==> src/rtl/sat_fifo_pkg.sv <==
// Shared definitions for the clause FIFO path: controller state encoding,
// default batch geometry and the mask popcount used by the clause evaluator.
package sat_fifo_pkg;

  localparam int CC_DEF = 20;
  localparam int CW_DEF = 9;

  localparam logic [2:0] ST_IDLE   = 3'd0;
  localparam logic [2:0] ST_WRITE  = 3'd1;
  localparam logic [2:0] ST_SETTLE = 3'd2;
  localparam logic [2:0] ST_DRAIN  = 3'd3;
  localparam logic [2:0] ST_CLEAR  = 3'd4;
  localparam logic [2:0] ST_DONE   = 3'd5;

  // Counts set bits among the low n bits of v (n <= 64).
  function automatic int unsigned popcount(input logic [63:0] v, input int unsigned n);
    int unsigned c;
    c = 0;
    for (int unsigned i = 0; i < 64; i++) begin
      if (i < n && v[i]) c++;
    end
    return c;
  endfunction

endpackage

==> src/rtl/fifo_tree_ctrl_if.sv <==
// Batch intake and clause drain handshakes of fifo_tree_ctrl.
// master = controller side, slave = upstream evaluator / downstream selector side.
interface fifo_tree_ctrl_if #(
  parameter int CLAUSE_COUNT = 20,
  parameter int CLAUSE_WIDTH = 9
);
  logic                                 batch_valid_i;
  logic                                 batch_ready_o;
  logic [CLAUSE_WIDTH*CLAUSE_COUNT-1:0] batch_clauses_i;
  logic [CLAUSE_COUNT-1:0]              batch_mask_i;
  logic                                 clause_valid_o;
  logic                                 clause_ready_i;
  logic [CLAUSE_WIDTH-1:0]              clause_o;

  modport master (
    input  batch_valid_i, batch_clauses_i, batch_mask_i, clause_ready_i,
    output batch_ready_o, clause_valid_o, clause_o
  );

  modport slave (
    output batch_valid_i, batch_clauses_i, batch_mask_i, clause_ready_i,
    input  batch_ready_o, clause_valid_o, clause_o
  );
endinterface

==> src/rtl/fifo_tree_ctrl_out.sv <==
// fifo_tree_out_reg: one-entry output register for clauses read from the tree,
// tracking the read issued last cycle whose data arrives this cycle.
module fifo_tree_out_reg #(
  parameter int CW = 9
) (
  input  logic          clk,
  input  logic          rst,
  input  logic          rden,
  input  logic [CW-1:0] ft_clause,
  input  logic          ready,
  output logic          rd_pend,
  output logic          out_vld,
  output logic [CW-1:0] out_data,
  output logic          xfer
);

  logic          vld_p1;
  logic          vld_p2;
  logic [CW-1:0] data_p2;

  assign rd_pend  = vld_p1;
  assign out_vld  = vld_p2;
  assign out_data = data_p2;
  assign xfer     = vld_p2 & ready;

  // p1: read in flight; p2: tree data captured, held until consumed
  always_ff @(posedge clk) begin
    if (rst) begin
      vld_p1  <= 1'b0;
      vld_p2  <= 1'b0;
      data_p2 <= '0;
    end else begin
      vld_p1 <= rden;
      if (vld_p1) begin
        data_p2 <= ft_clause;
        vld_p2  <= 1'b1;
      end else if (xfer) begin
        vld_p2 <= 1'b0;
      end
    end
  end

endmodule

==> src/rtl/fifo_tree_ctrl.sv <==
// Sequencer that writes one clause batch into FIFO_tree and drains it over valid/ready.
// Optional drain watchdog: define FT_DRAIN_WATCHDOG_EN.
module fifo_tree_ctrl
  import sat_fifo_pkg::*;
#(
  parameter int CLAUSE_COUNT  = CC_DEF,
  parameter int CLAUSE_WIDTH  = CW_DEF,
  parameter int SETTLE_CYCLES = 4,
  parameter int CNT_W         = 5,
  parameter int WDOG_CYCLES   = 256
) (
  input  logic                                 clk,
  input  logic                                 reset,
  fifo_tree_ctrl_if.master                     bus,
  output logic [CLAUSE_WIDTH*CLAUSE_COUNT-1:0] ft_clauses_o,
  output logic [CLAUSE_COUNT-1:0]              ft_valid_o,
  output logic                                 ft_wren_o,
  output logic                                 ft_rden_o,
  output logic                                 ft_cOF_o,
  input  logic                                 ft_empty_i,
  input  logic                                 ft_OF_i,
  input  logic [CLAUSE_WIDTH-1:0]              ft_clause_i,
  output logic                                 batch_done_o,
  output logic                                 sat_found_o,
  output logic                                 overflow_o,
  output logic [CNT_W-1:0]                     drained_count_o
);

  localparam int SW = $clog2(SETTLE_CYCLES + 1);

  if (((1 << CNT_W) <= CLAUSE_COUNT) || (SETTLE_CYCLES < 1) || (WDOG_CYCLES < 1)) begin : g_bad_cfg
    $error("fifo_tree_ctrl: invalid CNT_W / SETTLE_CYCLES / WDOG_CYCLES");
  end

  logic [2:0]       state;
  logic [CNT_W-1:0] expected;
  logic [CNT_W-1:0] issued;
  logic [SW-1:0]    settle_cnt;
  logic             of_flag;
  logic             clear_armed;
  logic             rd_pend;
  logic             xfer;
  logic             accept;
  logic             drain_last;
  logic             ovf_exit;
  logic             go_clear;
  logic             wdog_hit;
  logic             wdog_fire;

  fifo_tree_out_reg #(.CW(CLAUSE_WIDTH)) u_out (
    .clk      (clk),
    .rst      (reset),
    .rden     (ft_rden_o),
    .ft_clause(ft_clause_i),
    .ready    (bus.clause_ready_i),
    .rd_pend  (rd_pend),
    .out_vld  (bus.clause_valid_o),
    .out_data (bus.clause_o),
    .xfer     (xfer)
  );

  assign bus.batch_ready_o = (state == ST_IDLE);
  assign accept            = bus.batch_valid_i & bus.batch_ready_o;
  assign ft_wren_o         = (state == ST_WRITE);
  assign ft_cOF_o          = (state == ST_CLEAR);
  assign batch_done_o      = (state == ST_DONE);

  assign ft_rden_o = (state == ST_DRAIN) & ~clear_armed & ~ft_empty_i & ~rd_pend &
                     (~bus.clause_valid_o | bus.clause_ready_i) & (issued < expected);

  // Once overflow is seen the popcount is no longer trusted; only sustained empty ends the drain.
  assign drain_last = ~of_flag & xfer & ((drained_count_o + CNT_W'(1)) == expected);
  assign ovf_exit   = of_flag & ~clear_armed & (settle_cnt == SW'(SETTLE_CYCLES)) &
                      ~rd_pend & ~bus.clause_valid_o;
  assign go_clear   = clear_armed & ~rd_pend & (~bus.clause_valid_o | xfer);

`ifdef FT_DRAIN_WATCHDOG_EN
  localparam int WW = $clog2(WDOG_CYCLES + 1);
  logic [WW-1:0] wdog_cnt;

  assign wdog_fire = ((state == ST_SETTLE) | (state == ST_DRAIN)) & ~xfer &
                     (wdog_cnt == WW'(WDOG_CYCLES - 1));

  always_ff @(posedge clk) begin
    if (reset || accept) begin
      wdog_cnt <= '0;
      wdog_hit <= 1'b0;
    end else if ((state == ST_SETTLE) || (state == ST_DRAIN)) begin
      wdog_cnt <= (xfer || wdog_fire) ? '0 : wdog_cnt + WW'(1);
      if (wdog_fire) wdog_hit <= 1'b1;
    end else begin
      wdog_cnt <= '0;
    end
  end
`else
  assign wdog_fire = 1'b0;
  assign wdog_hit  = 1'b0;
`endif

  always_ff @(posedge clk) begin
    if (reset) begin
      state           <= ST_IDLE;
      ft_clauses_o    <= '0;
      ft_valid_o      <= '0;
      expected        <= '0;
      issued          <= '0;
      drained_count_o <= '0;
      overflow_o      <= 1'b0;
      of_flag         <= 1'b0;
      clear_armed     <= 1'b0;
      settle_cnt      <= '0;
      sat_found_o     <= 1'b0;
    end else begin
      sat_found_o <= 1'b0;
      if (ft_rden_o) issued <= issued + CNT_W'(1);
      if (xfer) drained_count_o <= drained_count_o + CNT_W'(1);
      if (ft_OF_i && (state != ST_IDLE)) begin
        overflow_o  <= 1'b1;
        of_flag     <= 1'b1;
        clear_armed <= 1'b1;
      end
      if (wdog_fire) overflow_o <= 1'b1;

      case (state)
        ST_IDLE: begin
          if (accept) begin
            ft_clauses_o    <= bus.batch_clauses_i;
            ft_valid_o      <= bus.batch_mask_i;
            expected        <= CNT_W'(popcount(64'(bus.batch_mask_i), CLAUSE_COUNT));
            issued          <= '0;
            drained_count_o <= '0;
            overflow_o      <= 1'b0;
            of_flag         <= 1'b0;
            clear_armed     <= 1'b0;
            settle_cnt      <= '0;
            if (bus.batch_mask_i == '0) begin
              sat_found_o <= 1'b1;
              state       <= ST_DONE;
            end else begin
              state <= ST_WRITE;
            end
          end
        end
        ST_WRITE: state <= ST_SETTLE;
        ST_SETTLE: begin
          if (wdog_fire) begin
            state <= ST_CLEAR;
          end else if (settle_cnt == SW'(SETTLE_CYCLES - 1)) begin
            settle_cnt <= '0;
            state      <= ST_DRAIN;
          end else begin
            settle_cnt <= settle_cnt + SW'(1);
          end
        end
        ST_DRAIN: begin
          // settle_cnt now measures the current run of consecutive empty cycles
          if (!ft_empty_i) settle_cnt <= '0;
          else if (settle_cnt != SW'(SETTLE_CYCLES)) settle_cnt <= settle_cnt + SW'(1);
          if (wdog_fire) state <= ST_CLEAR;
          else if (drain_last || ovf_exit) state <= ST_DONE;
          else if (go_clear) state <= ST_CLEAR;
        end
        ST_CLEAR: begin
          clear_armed <= 1'b0;
          settle_cnt  <= '0;
          state       <= wdog_hit ? ST_DONE : ST_DRAIN;
        end
        ST_DONE: state <= ST_IDLE;
        default: state <= ST_IDLE;
      endcase
    end
  end

endmodule
==> src/flat_wrapper.sv <==
// flat-port wrapper written by rule: the top's interface ports become plain ports
module fifo_tree_ctrl_flat import sat_fifo_pkg::*;
#(
  parameter int CLAUSE_COUNT  = CC_DEF,
  parameter int CLAUSE_WIDTH  = CW_DEF,
  parameter int SETTLE_CYCLES = 4,
  parameter int CNT_W         = 5,
  parameter int WDOG_CYCLES   = 256
)
  (clk, reset, ft_clauses_o, ft_valid_o, ft_wren_o, ft_rden_o, ft_cOF_o, ft_empty_i, ft_OF_i, ft_clause_i, batch_done_o, sat_found_o, overflow_o, drained_count_o, bus_batch_valid_i, bus_batch_clauses_i, bus_batch_mask_i, bus_clause_ready_i, bus_batch_ready_o, bus_clause_valid_o, bus_clause_o);
  fifo_tree_ctrl_if #(.CLAUSE_COUNT(CLAUSE_COUNT), .CLAUSE_WIDTH(CLAUSE_WIDTH)) bus_i ();
  input  logic clk;
  input  logic reset;
  output logic [CLAUSE_WIDTH*CLAUSE_COUNT-1:0] ft_clauses_o;
  output logic [CLAUSE_COUNT-1:0] ft_valid_o;
  output logic ft_wren_o;
  output logic ft_rden_o;
  output logic ft_cOF_o;
  input  logic ft_empty_i;
  input  logic ft_OF_i;
  input  logic [CLAUSE_WIDTH-1:0] ft_clause_i;
  output logic batch_done_o;
  output logic sat_found_o;
  output logic overflow_o;
  output logic [CNT_W-1:0] drained_count_o;
  input wire logic [$bits(bus_i.batch_valid_i)-1:0] bus_batch_valid_i;
  input wire logic [$bits(bus_i.batch_clauses_i)-1:0] bus_batch_clauses_i;
  input wire logic [$bits(bus_i.batch_mask_i)-1:0] bus_batch_mask_i;
  input wire logic [$bits(bus_i.clause_ready_i)-1:0] bus_clause_ready_i;
  output wire logic [$bits(bus_i.batch_ready_o)-1:0] bus_batch_ready_o;
  output wire logic [$bits(bus_i.clause_valid_o)-1:0] bus_clause_valid_o;
  output wire logic [$bits(bus_i.clause_o)-1:0] bus_clause_o;
  assign bus_i.batch_valid_i = bus_batch_valid_i;
  assign bus_i.batch_clauses_i = bus_batch_clauses_i;
  assign bus_i.batch_mask_i = bus_batch_mask_i;
  assign bus_i.clause_ready_i = bus_clause_ready_i;
  assign bus_batch_ready_o = bus_i.batch_ready_o;
  assign bus_clause_valid_o = bus_i.clause_valid_o;
  assign bus_clause_o = bus_i.clause_o;
  fifo_tree_ctrl #(.CLAUSE_COUNT(CLAUSE_COUNT), .CLAUSE_WIDTH(CLAUSE_WIDTH), .SETTLE_CYCLES(SETTLE_CYCLES), .CNT_W(CNT_W), .WDOG_CYCLES(WDOG_CYCLES)) u_core (.clk(clk), .reset(reset), .bus(bus_i), .ft_clauses_o(ft_clauses_o), .ft_valid_o(ft_valid_o), .ft_wren_o(ft_wren_o), .ft_rden_o(ft_rden_o), .ft_cOF_o(ft_cOF_o), .ft_empty_i(ft_empty_i), .ft_OF_i(ft_OF_i), .ft_clause_i(ft_clause_i), .batch_done_o(batch_done_o), .sat_found_o(sat_found_o), .overflow_o(overflow_o), .drained_count_o(drained_count_o));
endmodule
==> config.mk <==
export PLATFORM = sky130hd
export DESIGN_NAME = fifo_tree_ctrl_flat
export DESIGN_NICKNAME = d
export VERILOG_FILES = /design/src/rtl/sat_fifo_pkg.sv /design/src/rtl/fifo_tree_ctrl_if.sv /design/src/rtl/fifo_tree_ctrl_out.sv /design/src/rtl/fifo_tree_ctrl.sv /design/src/flat_wrapper.sv
export SDC_FILE = /design/constraint.sdc
export NUM_CORES = 1
export LEC_CHECK = 0
export ABC_AREA = 1
export CORE_AREA = 2 2 169 171
export DETAILED_ROUTE_END_ITERATION = 8
export DIE_AREA = 0 0 171 173
export DONT_BUFFER_PORTS = 1
export HOLD_SLACK_MARGIN = 0.02
export MAX_ROUTING_LAYER = met4
export PLACE_DENSITY = 0.5
export SYNTH_ARGS = -nofsm -noshare
export SYNTH_HDL_FRONTEND = slang
export SYNTH_SLANG_ARGS = --single-unit
==> constraint.sdc <==
create_clock -name clk -period 20.2 [get_ports clk]
set_input_delay 3.03 -clock clk [delete_from_list [all_inputs] [get_ports clk]]
set_output_delay 3.03 -clock clk [all_outputs]
set_load 0.02 [all_outputs]
==> flow_metrics.py <==
metrics = {
    "synth": {
        "synth_mux_area_frac": 0,
        "synth-xor-area-share": 0.00771,
        "synthArstFlopShare": 0,
        "yosys.area_share.simple": 0.215,
        "syn_inst": 1223,
        "ys_warn_count": 0,
        "yosysMostFrequentCell": "nand2_1",
        "synth_top_cell_area_share": 0.462,
        "postSynthAreaPerCell_sq_um": 8.36,
        "yosys.area_share.adder": 0.0380,
        "synth.distinct_cells": 38,
        "synth_ff_type": "dfxtp_1",
        "synthTopCellsByArea": "dfxtp_1 46%, a22o_1 16%, nand2_1 8.9%",
        "synth.ff_latch_count": 236,
        "synth_top_family_by_area": "simple AND/OR/NAND/NOR gates",
        "synth-edff-count": 0,
        "synth_compound_area_frac": 0.207,
        "synth_top_cells_by_count": "241 x nand2_1, 236 x dfxtp_1, 181 x a22o_1, 136 x inv_1, 84 x nand3_1",
        "ys_seq_area_frac": 0.462,
        "syn_area_sq_um": 10200,
        "syn-num-nets": 1469,
        "synth_top_area_cell": "dfxtp_1",
    },
    "setup_path": {
        "crit_end": "u_core.expected[4]",
        "startpoint_type": "input pin",
        "r2r_start": "u_core.state[1]",
        "crit_top_cell": "nand2_1",
        "cp_slowest_cell": "ha_1",
        "criticalPathCategory": "input pin to register",
        "cpPeakStageDelay_ns": 0.33,
        "r2r_cells": 11,
        "cp.arrival_ns": 10.74,
        "worstReg2RegEnd": "u_core.issued[0]",
        "rrSetupSlack_ns": 16.73,
        "worstSetupStartpoint": "bus_batch_mask_i[0]",
        "worstPathMaxFanout": 4,
        "required_ns": 20.64,
        "cp-end-kind": "register",
    },
    "cells_and_area": {
        "finish.instance_area_sq_um": 11500,
        "register_area_sq_um": 4720,
        "drive_gt1_frac": 0.0936,
        "fin_nets": 1454,
        "fillers": 2825,
        "multi_input_area_sq_um": 4790,
        "syn2layout_area_growth_pct": 12.8,
    },
    "power": {
        "power_density_nw_per_um2": 142,
        "ir_drop_v": 0.0000709,
        "seq_power_share": 0.454,
        "p_int_uw": 1030,
        "clkPwrFrac": 0.326,
        "combPwrFrac": 0.219,
        "p_leak_uw": 0.00541,
        "switching_share": 0.374,
        "switchingPower_uw": 614,
        "fin_total_pwr_uw": 1640,
    },
    "sta": {
        "hold_viol": 0,
        "min_period_over_period": 0.510,
        "setup_viol": 0,
        "finClkSkew_ns": 0.0166,
        "drv_slew": 0,
        "whs_ns": 0.478,
        "period_minus_slack_ns": 10.30,
        "rsz0062_at_grt": "false",
        "timing.fmax_ghz": 0.0971,
        "slew_headroom": 0.299,
        "setup_tns_ns": 0,
        "tightest_slew_ns": 1.05,
    },
    "die": {
        "start_util": 0.370,
        "die_width_um": 171,
        "rows": 61,
        "pin_count": 437,
        "core-area_sq_um": 27600,
        "fp.dieArea_sq_um": 29600,
        "die_h_um": 173,
    },
    "route": {
        "drt-total-wl_um": 32300,
        "wire_per_inst_um": 20.1,
        "avgViaCountPerCell": 5.13,
        "drt_iter0_markers": 423,
        "vias": 8245,
        "drt_first_pass_iters": 5,
        "drtAntennaViolNets": 0,
        "drc": 0,
    },
    "run": {
        "maxCapViolCount": 0,
    },
    "clock_tree": {
        "clk_latency_ns": 0.55,
        "cts_max_level": 1,
        "cts_buffers": 27,
        "cts_tree": "done",
        "cts.sinks": 236,
        "post_cts_resized": 0,
        "cts_buffer_depth": 3,
        "cts.clk_slew.worst_paths_ns": 0.06,
        "post_cts_buffers": 0,
        "cts-root-buf": "clkbuf_16",
        "holdBufCountCts": 0,
    },
    "hold_path": {
        "worstHoldPathType": "register to register",
    },
    "placement": {
        "port_buffers": 0,
        "place_hpwl_um": 25000,
        "placed_area_sq_um": 10500,
        "place_congestion": 0.916,
    },
    "global_routing": {
        "overflow": 0,
        "grt_use_total": 0.217,
        "grt_max_degree": 129,
        "grt_pass1_vias": 7858,
        "grt_pass1_wl_um": 47900,
        "antenna_found_initial": 1,
    },
    "run_status": {
        "status": "finished clean",
    },
}
-- sequential cells by signal, summed over array words and instances (netlist names), 3 cells and up --
register / cells
u_core.ft_clauses_o: 180
u_core.ft_valid_o: 20
u_core.u_out.out_data: 9
u_core.drained_count_o: 5
u_core.expected: 5
u_core.issued: 5
u_core.settle_cnt: 3
u_core.state: 3
-- worst max-delay path, delay by kind of cell --
family | cells | cell delay, ns
and+or+nand+nor | 25 | 1.94
adders and majority gates | 10 | 2.76
buffers and inverters | 6 | 0.41
xor gates and xnor gates | 1 | 0.13
AOI/OAI and AO/OA | 17 | 2.47
-- layer usage --
layer	GRT usage	share of wire	vias to the layer above	routed length [um]
met4	0.0982	0.048	0	1560
met2	0.369	0.49	287	15900
met1	0.237	0.39	3774	12500
met5	-	0	-	0
li1	-	-	4131	-
met3	0.0522	0.074	53	2380
-- layout make-up --
cell class	count	area share
Antenna cell	1	0.000217
Clock buffer	34	0.0627
Timing Repair Buffer	3	0.00195
Sequential cell	236	0.410
Multi-Input combinational cell	799	0.416
Inverter	141	0.0464
Clock inverter	16	0.0218
Tap cell	378	0.0410
-- through the flow --
step                      cells  utilization  worst slack (ns)
after global placement     1557        0.382              9.61
after CTS                  1607        0.417              9.93
after detailed placement   1557        0.382              9.38
final                      1608        0.417              9.90
after global routing       1608        0.417              8.93
after floorplan            1223            -             10.12
-- cells by family (layout without fill, tap and decap cells) --
kind of cell / Yosys count / after routing
other: 0 / 1
adder cells (fa/ha/maj): 31 / 31
AO/OA/AOI/OAI: 278 / 278
flip-flops: 236 / 236
AND/OR/NAND/NOR: 481 / 481
XOR/XNOR: 9 / 9
buffers and inverters: 188 / 194
-- power groups by stage --
stage | Sequential [uW] | Clock [uW] | Combinational (uW)
after global placement | 759 | 0 | 357
after global routing | 754 | 566 | 416
after detailed placement | 756 | 0 | 363
final | 746 | 535 | 360
after floorplan | 712 | 0 | 302
after CTS | 748 | 547 | 363
-- worst min-delay path by stage --
stage	startpoint	end	cells past startpoint
after floorplan	u_core.expected[4]	u_core.expected[4]	2
final	u_core.issued[2]	u_core.issued[2]	2
after detailed placement	u_core.issued[2]	u_core.issued[2]	2
after global routing	u_core.expected[4]	u_core.expected[4]	2
after global placement	u_core.issued[2]	u_core.issued[2]	2
after CTS	u_core.issued[2]	u_core.issued[2]	2
-- cells in the final DEF, fill, tap and decap left out, types with 3 or more instances in the layout --
cell type / n
or2_2: 3
a21oi_1: 19
nor2_1: 73
o21ai_2: 3
nand3_1: 84
buf_4: 3
inv_2: 3
clkinv_2: 7
inv_1: 136
nand2_4: 6
o21ai_1: 7
clkbuf_16: 27
ha_1: 31
nand2_2: 32
a22o_1: 181
dfxtp_1: 236
a21boi_0: 3
nor3_1: 8
nand4_1: 9
bufinv_16: 6
o21ai_0: 54
nand3b_1: 3
clkbuf_1: 5
xnor2_1: 7
nor2_2: 3
nand2_1: 241
nand3_2: 14
(Power assumes the default switching activity.)
